**src/rtl/euclid_pkg.sv**
```systemverilog
// rtl/euclid_pkg.sv - shared register map, state encoding and job record for euclid_sched
package euclid_pkg;

    localparam logic [31:0] ADDR_CTRL   = 32'd0;
    localparam logic [31:0] ADDR_STATUS = 32'd1;
    localparam logic [31:0] ADDR_X1     = 32'd2;
    localparam logic [31:0] ADDR_X2     = 32'd3;
    localparam logic [31:0] ADDR_Y1     = 32'd4;
    localparam logic [31:0] ADDR_Y2     = 32'd5;
    localparam logic [31:0] ADDR_RESULT = 32'd6;
    localparam logic [31:0] ADDR_COUNT  = 32'd7;
    localparam logic [31:0] ADDR_CYCLES = 32'd8;

    localparam int CTRL_START  = 0;
    localparam int CTRL_IRQ_EN = 1;
    localparam int CTRL_CLEAR  = 2;

    localparam int STAT_BUSY     = 0;
    localparam int STAT_DONE     = 1;
    localparam int STAT_JOBS_LSB = 4;
    localparam int STAT_RES_LSB  = 12;
    localparam int STAT_OVERFLOW = 20;

    localparam logic [31:0] READ_IDLE = 32'hFFFF_FFFF;

    typedef enum logic [1:0] {
        IDLE,
        ISSUE,
        DRAIN,
        DONE
    } state_t;

    typedef struct packed {
        logic [31:0] x1;
        logic [31:0] x2;
        logic [31:0] y1;
        logic [31:0] y2;
    } job_t;

    function automatic logic [31:0] status_word(
        input logic       busy,
        input logic       done,
        input logic [7:0] jobs,
        input logic [7:0] results,
        input logic       overflow
    );
        logic [31:0] w;
        w                       = '0;
        w[STAT_BUSY]            = busy;
        w[STAT_DONE]            = done;
        w[STAT_JOBS_LSB +: 8]   = jobs;
        w[STAT_RES_LSB +: 8]    = results;
        w[STAT_OVERFLOW]        = overflow;
        return w;
    endfunction

endpackage

```
**src/rtl/sync_fifo.sv**
```systemverilog
// rtl/sync_fifo.sv - single-clock FIFO with occupancy count and synchronous flush
module sync_fifo #(
    parameter int WIDTH = 32,
    parameter int DEPTH = 8,
    localparam int AW   = (DEPTH > 1) ? $clog2(DEPTH) : 1,
    localparam int CW   = $clog2(DEPTH) + 1
) (
    input  logic             clk,
    input  logic             rst,
    input  logic             clr,
    input  logic             push,
    input  logic [WIDTH-1:0] push_data,
    input  logic             pop,
    output logic [WIDTH-1:0] head,
    output logic             full,
    output logic             empty,
    output logic [CW-1:0]    count
);

    logic [WIDTH-1:0] mem [DEPTH];
    logic [AW-1:0]    wr_ptr;
    logic [AW-1:0]    rd_ptr;
    logic             do_push;
    logic             do_pop;

    assign full    = (count == CW'(DEPTH));
    assign empty   = (count == '0);
    assign do_push = push && !full;
    assign do_pop  = pop && !empty;
    assign head    = mem[rd_ptr];

    always_ff @(posedge clk or negedge rst) begin
        if (!rst) begin
            wr_ptr <= '0;
            rd_ptr <= '0;
            count  <= '0;
        end else if (clr) begin
            wr_ptr <= '0;
            rd_ptr <= '0;
            count  <= '0;
        end else begin
            if (do_push) begin
                wr_ptr <= wr_ptr + 1'b1;
            end
            if (do_pop) begin
                rd_ptr <= rd_ptr + 1'b1;
            end
            case ({do_push, do_pop})
                2'b10:   count <= count + CW'(1);
                2'b01:   count <= count - CW'(1);
                default: count <= count;
            endcase
        end
    end

    // Storage carries no reset; only the pointers define validity.
    always_ff @(posedge clk) begin
        if (do_push) begin
            mem[wr_ptr] <= push_data;
        end
    end

endmodule

```
**src/rtl/euclid_sched.sv**
```systemverilog
// rtl/euclid_sched.sv - job/result queueing scheduler for one euclid_dist pipeline; EUCLID_SCHED_TIMESTAMP_EN adds CYCLES
module euclid_sched
    import euclid_pkg::*;
#(
    parameter int ADDRESS_WIDTH = 4,
    parameter int DEPTH         = 8,
    parameter int DIST_LATENCY  = 4
) (
    input  logic                     clk,
    input  logic                     rst,
    input  logic [ADDRESS_WIDTH-1:0] slave_address,
    input  logic                     slave_read,
    output logic [31:0]              slave_readdata,
    input  logic                     slave_write,
    input  logic [31:0]              slave_writedata,
    output logic                     slave_waitrequest,
    output logic                     done_irq,
    output logic [31:0]              dist_x1,
    output logic [31:0]              dist_x2,
    output logic [31:0]              dist_y1,
    output logic [31:0]              dist_y2,
    output logic                     dist_in_valid,
    input  logic [31:0]              dist_result
);

    localparam int CW = $clog2(DEPTH) + 1;

    state_t                  state;
    logic [2:0]              ctrl_q;
    logic [31:0]             x1_q;
    logic [31:0]             x2_q;
    logic [31:0]             y1_q;
    logic                    overflow_q;
    logic [31:0]             result_count;
    logic [CW-1:0]           inflight;
    logic [DIST_LATENCY-1:0] sr;

    logic [31:0] addr_w;
    logic        wr_ctrl;
    logic        clear_req;
    logic        start_req;
    logic        push_req;
    logic        pop_req;
    logic        issue;
    logic        tail;
    logic        credit;
    logic        drain_done;

    job_t          job_in;
    job_t          job_head;
    logic          job_full;
    logic          job_empty;
    logic [CW-1:0] job_count;
    logic [31:0]   res_head;
    logic          res_full;
    logic          res_empty;
    logic [CW-1:0] res_count;

    assign slave_waitrequest = 1'b0;

    assign addr_w    = 32'(slave_address);
    assign wr_ctrl   = slave_write && (addr_w == ADDR_CTRL);
    assign clear_req = wr_ctrl && slave_writedata[CTRL_CLEAR];
    assign start_req = wr_ctrl && slave_writedata[CTRL_START] && !clear_req;
    assign push_req  = slave_write && (addr_w == ADDR_Y2);
    assign pop_req   = slave_read && (addr_w == ADDR_RESULT);

    // Credit reserves a result slot for every job already in the pipeline.
    assign credit     = ((32'(inflight) + 32'(res_count)) < DEPTH) && !res_full;
    assign issue      = (state == ISSUE) && !job_empty && credit;
    assign tail       = sr[DIST_LATENCY-1];
    assign drain_done = (inflight == '0) || ((inflight == CW'(1)) && tail);

    assign job_in = '{x1: x1_q, x2: x2_q, y1: y1_q, y2: slave_writedata};

    sync_fifo #(
        .WIDTH ($bits(job_t)),
        .DEPTH (DEPTH)
    ) u_job_fifo (
        .clk       (clk),
        .rst       (rst),
        .clr       (clear_req),
        .push      (push_req),
        .push_data (job_in),
        .pop       (issue),
        .head      (job_head),
        .full      (job_full),
        .empty     (job_empty),
        .count     (job_count)
    );

    sync_fifo #(
        .WIDTH (32),
        .DEPTH (DEPTH)
    ) u_res_fifo (
        .clk       (clk),
        .rst       (rst),
        .clr       (clear_req),
        .push      (tail),
        .push_data (dist_result),
        .pop       (pop_req),
        .head      (res_head),
        .full      (res_full),
        .empty     (res_empty),
        .count     (res_count)
    );

    always_ff @(posedge clk or negedge rst) begin
        if (!rst) begin
            state         <= IDLE;
            dist_in_valid <= 1'b0;
            dist_x1       <= '0;
            dist_x2       <= '0;
            dist_y1       <= '0;
            dist_y2       <= '0;
            done_irq      <= 1'b0;
        end else begin
            dist_in_valid <= 1'b0;
            done_irq      <= (state == DONE) && ctrl_q[CTRL_IRQ_EN];
            if (clear_req) begin
                state <= IDLE;
            end else begin
                case (state)
                    IDLE: begin
                        if (start_req) begin
                            state <= ISSUE;
                        end
                    end
                    ISSUE: begin
                        if (issue) begin
                            dist_in_valid <= 1'b1;
                            dist_x1       <= job_head.x1;
                            dist_x2       <= job_head.x2;
                            dist_y1       <= job_head.y1;
                            dist_y2       <= job_head.y2;
                        end else if (job_empty) begin
                            state <= DRAIN;
                        end
                    end
                    DRAIN: begin
                        if (!job_empty) begin
                            state <= ISSUE;
                        end else if (drain_done) begin
                            state <= DONE;
                        end
                    end
                    DONE: begin
                        if (start_req) begin
                            state <= ISSUE;
                        end
                    end
                    default: state <= IDLE;
                endcase
            end
        end
    end

    always_ff @(posedge clk or negedge rst) begin
        if (!rst) begin
            ctrl_q       <= '0;
            x1_q         <= '0;
            x2_q         <= '0;
            y1_q         <= '0;
            overflow_q   <= 1'b0;
            result_count <= '0;
            inflight     <= '0;
            sr           <= '0;
        end else begin
            ctrl_q[CTRL_START] <= 1'b0;
            ctrl_q[CTRL_CLEAR] <= 1'b0;
            if (wr_ctrl) begin
                ctrl_q <= slave_writedata[2:0];
            end
            if (slave_write && (addr_w == ADDR_X1)) begin
                x1_q <= slave_writedata;
            end
            if (slave_write && (addr_w == ADDR_X2)) begin
                x2_q <= slave_writedata;
            end
            if (slave_write && (addr_w == ADDR_Y1)) begin
                y1_q <= slave_writedata;
            end
            if (clear_req) begin
                overflow_q   <= 1'b0;
                result_count <= '0;
                inflight     <= '0;
                sr           <= '0;
            end else begin
                if (push_req && job_full) begin
                    overflow_q <= 1'b1;
                end
                sr <= (sr << 1) | DIST_LATENCY'(dist_in_valid);
                if (tail) begin
                    result_count <= result_count + 32'd1;
                end
                case ({issue, tail})
                    2'b10:   inflight <= inflight + CW'(1);
                    2'b01:   inflight <= inflight - CW'(1);
                    default: inflight <= inflight;
                endcase
            end
        end
    end

`ifdef EUCLID_SCHED_TIMESTAMP_EN
    logic [31:0] cycles_q;

    always_ff @(posedge clk or negedge rst) begin
        if (!rst) begin
            cycles_q <= '0;
        end else if (clear_req) begin
            cycles_q <= '0;
        end else if (start_req && ((state == IDLE) || (state == DONE))) begin
            cycles_q <= '0;
        end else if (((state == ISSUE) || (state == DRAIN)) && (cycles_q != 32'hFFFF_FFFF)) begin
            cycles_q <= cycles_q + 32'd1;
        end
    end
`endif

    always_comb begin
        slave_readdata = READ_IDLE;
        if (slave_read) begin
            case (addr_w)
                ADDR_CTRL:   slave_readdata = {29'b0, ctrl_q};
                ADDR_STATUS: slave_readdata = status_word((state == ISSUE) || (state == DRAIN),
                                                          state == DONE, 8'(job_count),
                                                          8'(res_count), overflow_q);
                ADDR_X1:     slave_readdata = x1_q;
                ADDR_X2:     slave_readdata = x2_q;
                ADDR_Y1:     slave_readdata = y1_q;
                ADDR_RESULT: slave_readdata = res_empty ? READ_IDLE : res_head;
                ADDR_COUNT:  slave_readdata = result_count;
`ifdef EUCLID_SCHED_TIMESTAMP_EN
                ADDR_CYCLES: slave_readdata = cycles_q;
`endif
                default:     slave_readdata = READ_IDLE;
            endcase
        end
    end

endmodule

```
**config.mk**
```make
export PLATFORM = sky130hd
export DESIGN_NAME = euclid_sched
export DESIGN_NICKNAME = d
export VERILOG_FILES = /design/src/rtl/euclid_pkg.sv /design/src/rtl/sync_fifo.sv /design/src/rtl/euclid_sched.sv
export SDC_FILE = /design/constraint.sdc
export NUM_CORES = 2
export LEC_CHECK = 0
export ABC_AREA = 1
export BUFFER_PORTS_ARGS = -buffer_cell sky130_fd_sc_hd__buf_2
export CAP_MARGIN = 25
export CORE_MARGIN = 2
export CORE_UTILIZATION = 48
export DETAILED_ROUTE_END_ITERATION = 10
export GPL_TIMING_DRIVEN = 0
export PLACE_DENSITY = 0.74
export SYNTH_ARGS = -nofsm -noshare
export SYNTH_HDL_FRONTEND = slang
export SYNTH_SLANG_ARGS = --single-unit
```
**constraint.sdc**
```tcl
create_clock -name clk -period 10.4 [get_ports clk]
set_clock_uncertainty 0.05 [all_clocks]
set_input_delay 1.04 -clock clk [delete_from_list [all_inputs] [get_ports clk]]
set_output_delay 1.04 -clock clk [all_outputs]
set_load 0.02 [all_outputs]
```
==> reports/metrics.csv <==
metric,value,unit
leak pwr,26.5,nW
die height,364,um
die area,132000,um2
Fill cells,9888,
DRC Markers,0,
critical path launch point type,input pin,
initial antenna violation count,19,
num ports,235,
Clock Latency Late Sink,0.81,ns
H-tree depth,4,
mapped cell area,62000,um2
"most common cell after layout, fill and taps aside",edfxtp_1,
Post CTS Setup Buffer Count,0,
worst min path class,input pin to asynchronous set/reset pin,
Synth Instances,4542,
DRT Pass-1 Iters,7,
layout net count,5144,
CTS resizes,0,
vias,42400,
Post-DRT Antenna Nets,0,
fin crit period,4.75,ns
TritonCTS buffer count,159,
met3 GRT Util,8.36,%
GRT Overall Usage,28.4,%
Setup Viol. Count Final,0,
die width,364,um
pwr dens,264,nW/um2
syn_nets,4632,
Worst-path clk slew,0.06,ns
core footprint,128000,um2
post-synthesis cell type count,51,
YS warnings,0,
Post-synth EDFFs,1280,
setup TNS,0,ns
Root Buffer,clkbuf_16,
row count,131,
Slew headroom,23.7,%
Starting Density,48.5,%
synthesized area per cell,13.7,um2
grt met2 use,43.3,%
routed wire length,190000,um
CTS tree,built,
grt total ovfl,0,
status,"finished, final reports clean",
Post-synth ARST share,18.6,%
Final period util,45.6,%
# clock sinks,1572,
Final HPWL DP,132000,um
layout cells sized above 1,14.3,%
Multi-input gate area,14400,um2
flop and latch count out of synthesis,1572,
"IR drop worst, VDD",206,uV
worst endpoint required time,9.31,ns
CP Max Fanout,10,
grt peak-use layer,met2,
initial DRC count,6331,
design area,72300,um2
most frequent cells in the layout,"edfxtp_1, nand2_1, o21ai_0, nor2_1",
IO buf count,232,
"Hold-fix buffers, CTS",0,
measured slew at the worst slew-check pin,1.15,ns
MaxCap Viol Count,0,
M1 GR Usage,37.4,%
Routability Congestion,1.00,
critical path class,input pin to primary output,
crit path DAT,3.66,ns
Hold WS,0.156,ns
Max clock buf depth,3,
fin cells,6853,
Slew Limit Fails,0,
placed cells,6555,
first-pass GRT wire length,273000,um
Vias/cell,6.18,
area delta synth->final,16.6,%
register area,45700,um2
DP Area,67000,um2
Crit. End Element,primary output,
pin count of the biggest net entering global routing,121,
vias in the first global route,40700,
FMAX,0.211,GHz
RSZ-0062 raised after global routing,false,
number of hold violations in the final report,0,
Main synth FF type,edfxtp_1,
sequential cell area fraction in the yosys report,73.7,%
Pwr Total,0.0191,W
routed length per instance,27.7,um
[area by class of cell]
class | count | area share [%]
antenna | 6 | 0.0208
buffer | 292 | 1.96
clock buffer | 202 | 5.95
clock inverter | 90 | 1.40
inverter | 166 | 0.861
multi-input combinational | 2512 | 19.8
sequential | 1572 | 63.2
tap | 1662 | 2.87
timing repair buffer | 351 | 3.85
[cells in the mapped netlist, types with 3 or more instances]
cell       instances  share of area (%)
edfxtp_1        1280                 62
buf_6             14               0.25
dfrtp_1          292                 12
a221oi_1          43               0.61
nor2_1           339                2.1
nand4_1           13               0.13
ha_1              17               0.34
o21ai_1            3              0.024
buf_4             35               0.42
nand3_1          240                1.9
clkbuf_4           3              0.036
o221ai_1         256                3.6
o21ai_0          436                3.5
nor2_4             4              0.073
o21a_1             8              0.097
xor2_1             5              0.071
o22ai_1            3              0.030
inv_1            156               0.94
inv_2              6              0.036
a211oi_1           8              0.097
o2111ai_1          7              0.099
o211ai_1           3              0.036
buf_1              7              0.042
nor3_1            26               0.21
a221o_1           19               0.31
nand2_1          631                3.8
clkbuf_1         173                1.0
nor2_2             5              0.050
buf_2             60               0.48
and3_1             3              0.030
mux2i_1          256                4.1
clkinv_1           4              0.024
a21oi_1          161                1.3
nand3_2            5              0.081
[worst max-delay path: stages]
cell       delay [ns]
buf_2            0.13
inv_1            0.06
nand2_1          0.08
inv_1            0.05
nand2_1          0.05
clkinv_1         0.22
clkbuf_1         0.35
a221oi_1         0.84
o2111ai_1        0.50
buf_2            0.31
[stage by stage]
| stage | util, % | setup slack [ns] |
|---|---|---|
| 2_1_floorplan | - | -0.820 |
| 3_3_place_gp | 51.1 | -9.35 |
| 3_5_place_dp | 52.4 | 5.70 |
| 4_1_cts | 56.6 | 5.88 |
| 5_1_grt | 56.6 | 5.62 |
| 6_report | 56.6 | 5.65 |
[logic make-up after synthesis]
group	count (synthesis)	synth area share (%)
adder cells (fa/ha/maj)	18	0.375
flip-flops	1572	73.7
other	1	0.00604
multiplexers	256	4.13
XOR/XNOR	5	0.0706
AO/OA/AOI/OAI	956	9.85
buffers and inverters	458	3.29
AND/OR/NAND/NOR	1276	8.54
[power by group]
group	internal (W)	switching [W]	total (W)
clock	0.00331	0.00249	0.00579
sequential	0.00744	0.000610	0.00805
combinational	0.00157	0.00369	0.00526
total	0.0123	0.00679	0.0191
[worst paths after layout]
kind | startpoint | end | slack, ns | cells past startpoint
worst min-delay path | rst | dist_x1[30]$_DFFE_PN0P_ | 0.16 | 1
max in group asynchronous | rst | result_count[24]$_DFFE_PN0P_ | 8.68 | 3
worst max register to register | u_job_fifo.count[2]$_DFFE_PN0P_ | u_job_fifo.mem[1][102]$_DFFE_PP_ | 6.96 | 11
worst min register to register | sr[2]$_DFF_PN0_ | sr[3]$_DFF_PN0_ | 0.42 | 2
worst max-delay path | slave_address[3] | slave_readdata[16] | 5.65 | 10
min in group clk | sr[2]$_DFF_PN0_ | sr[3]$_DFF_PN0_ | 0.42 | 2
[metal layers]
layer / up-vias / share of wire, %
li1: 18000 / -
met1: 21000 / 37
met2: 2861 / 45
met3: 526 / 12
met4: 20 / 5.4
met5: - / 0.062
[flip-flops by register name (all words and copies together), names as in the netlist, 2 cells and up]
name	cells
dist_y2	32
u_job_fifo.mem	1024
u_job_fifo.wr_ptr	3
dist_x2	32
dist_y1	32
result_count	32
u_job_fifo.rd_ptr	3
sr	4
u_res_fifo.rd_ptr	3
x2_q	32
ctrl_q	3
u_res_fifo.mem	256
u_job_fifo.count	4
x1_q	32
state	2
dist_x1	32
y1_q	32
u_res_fifo.count	4
inflight	4
u_res_fifo.wr_ptr	3
Power figures use the tool's default switching activity.
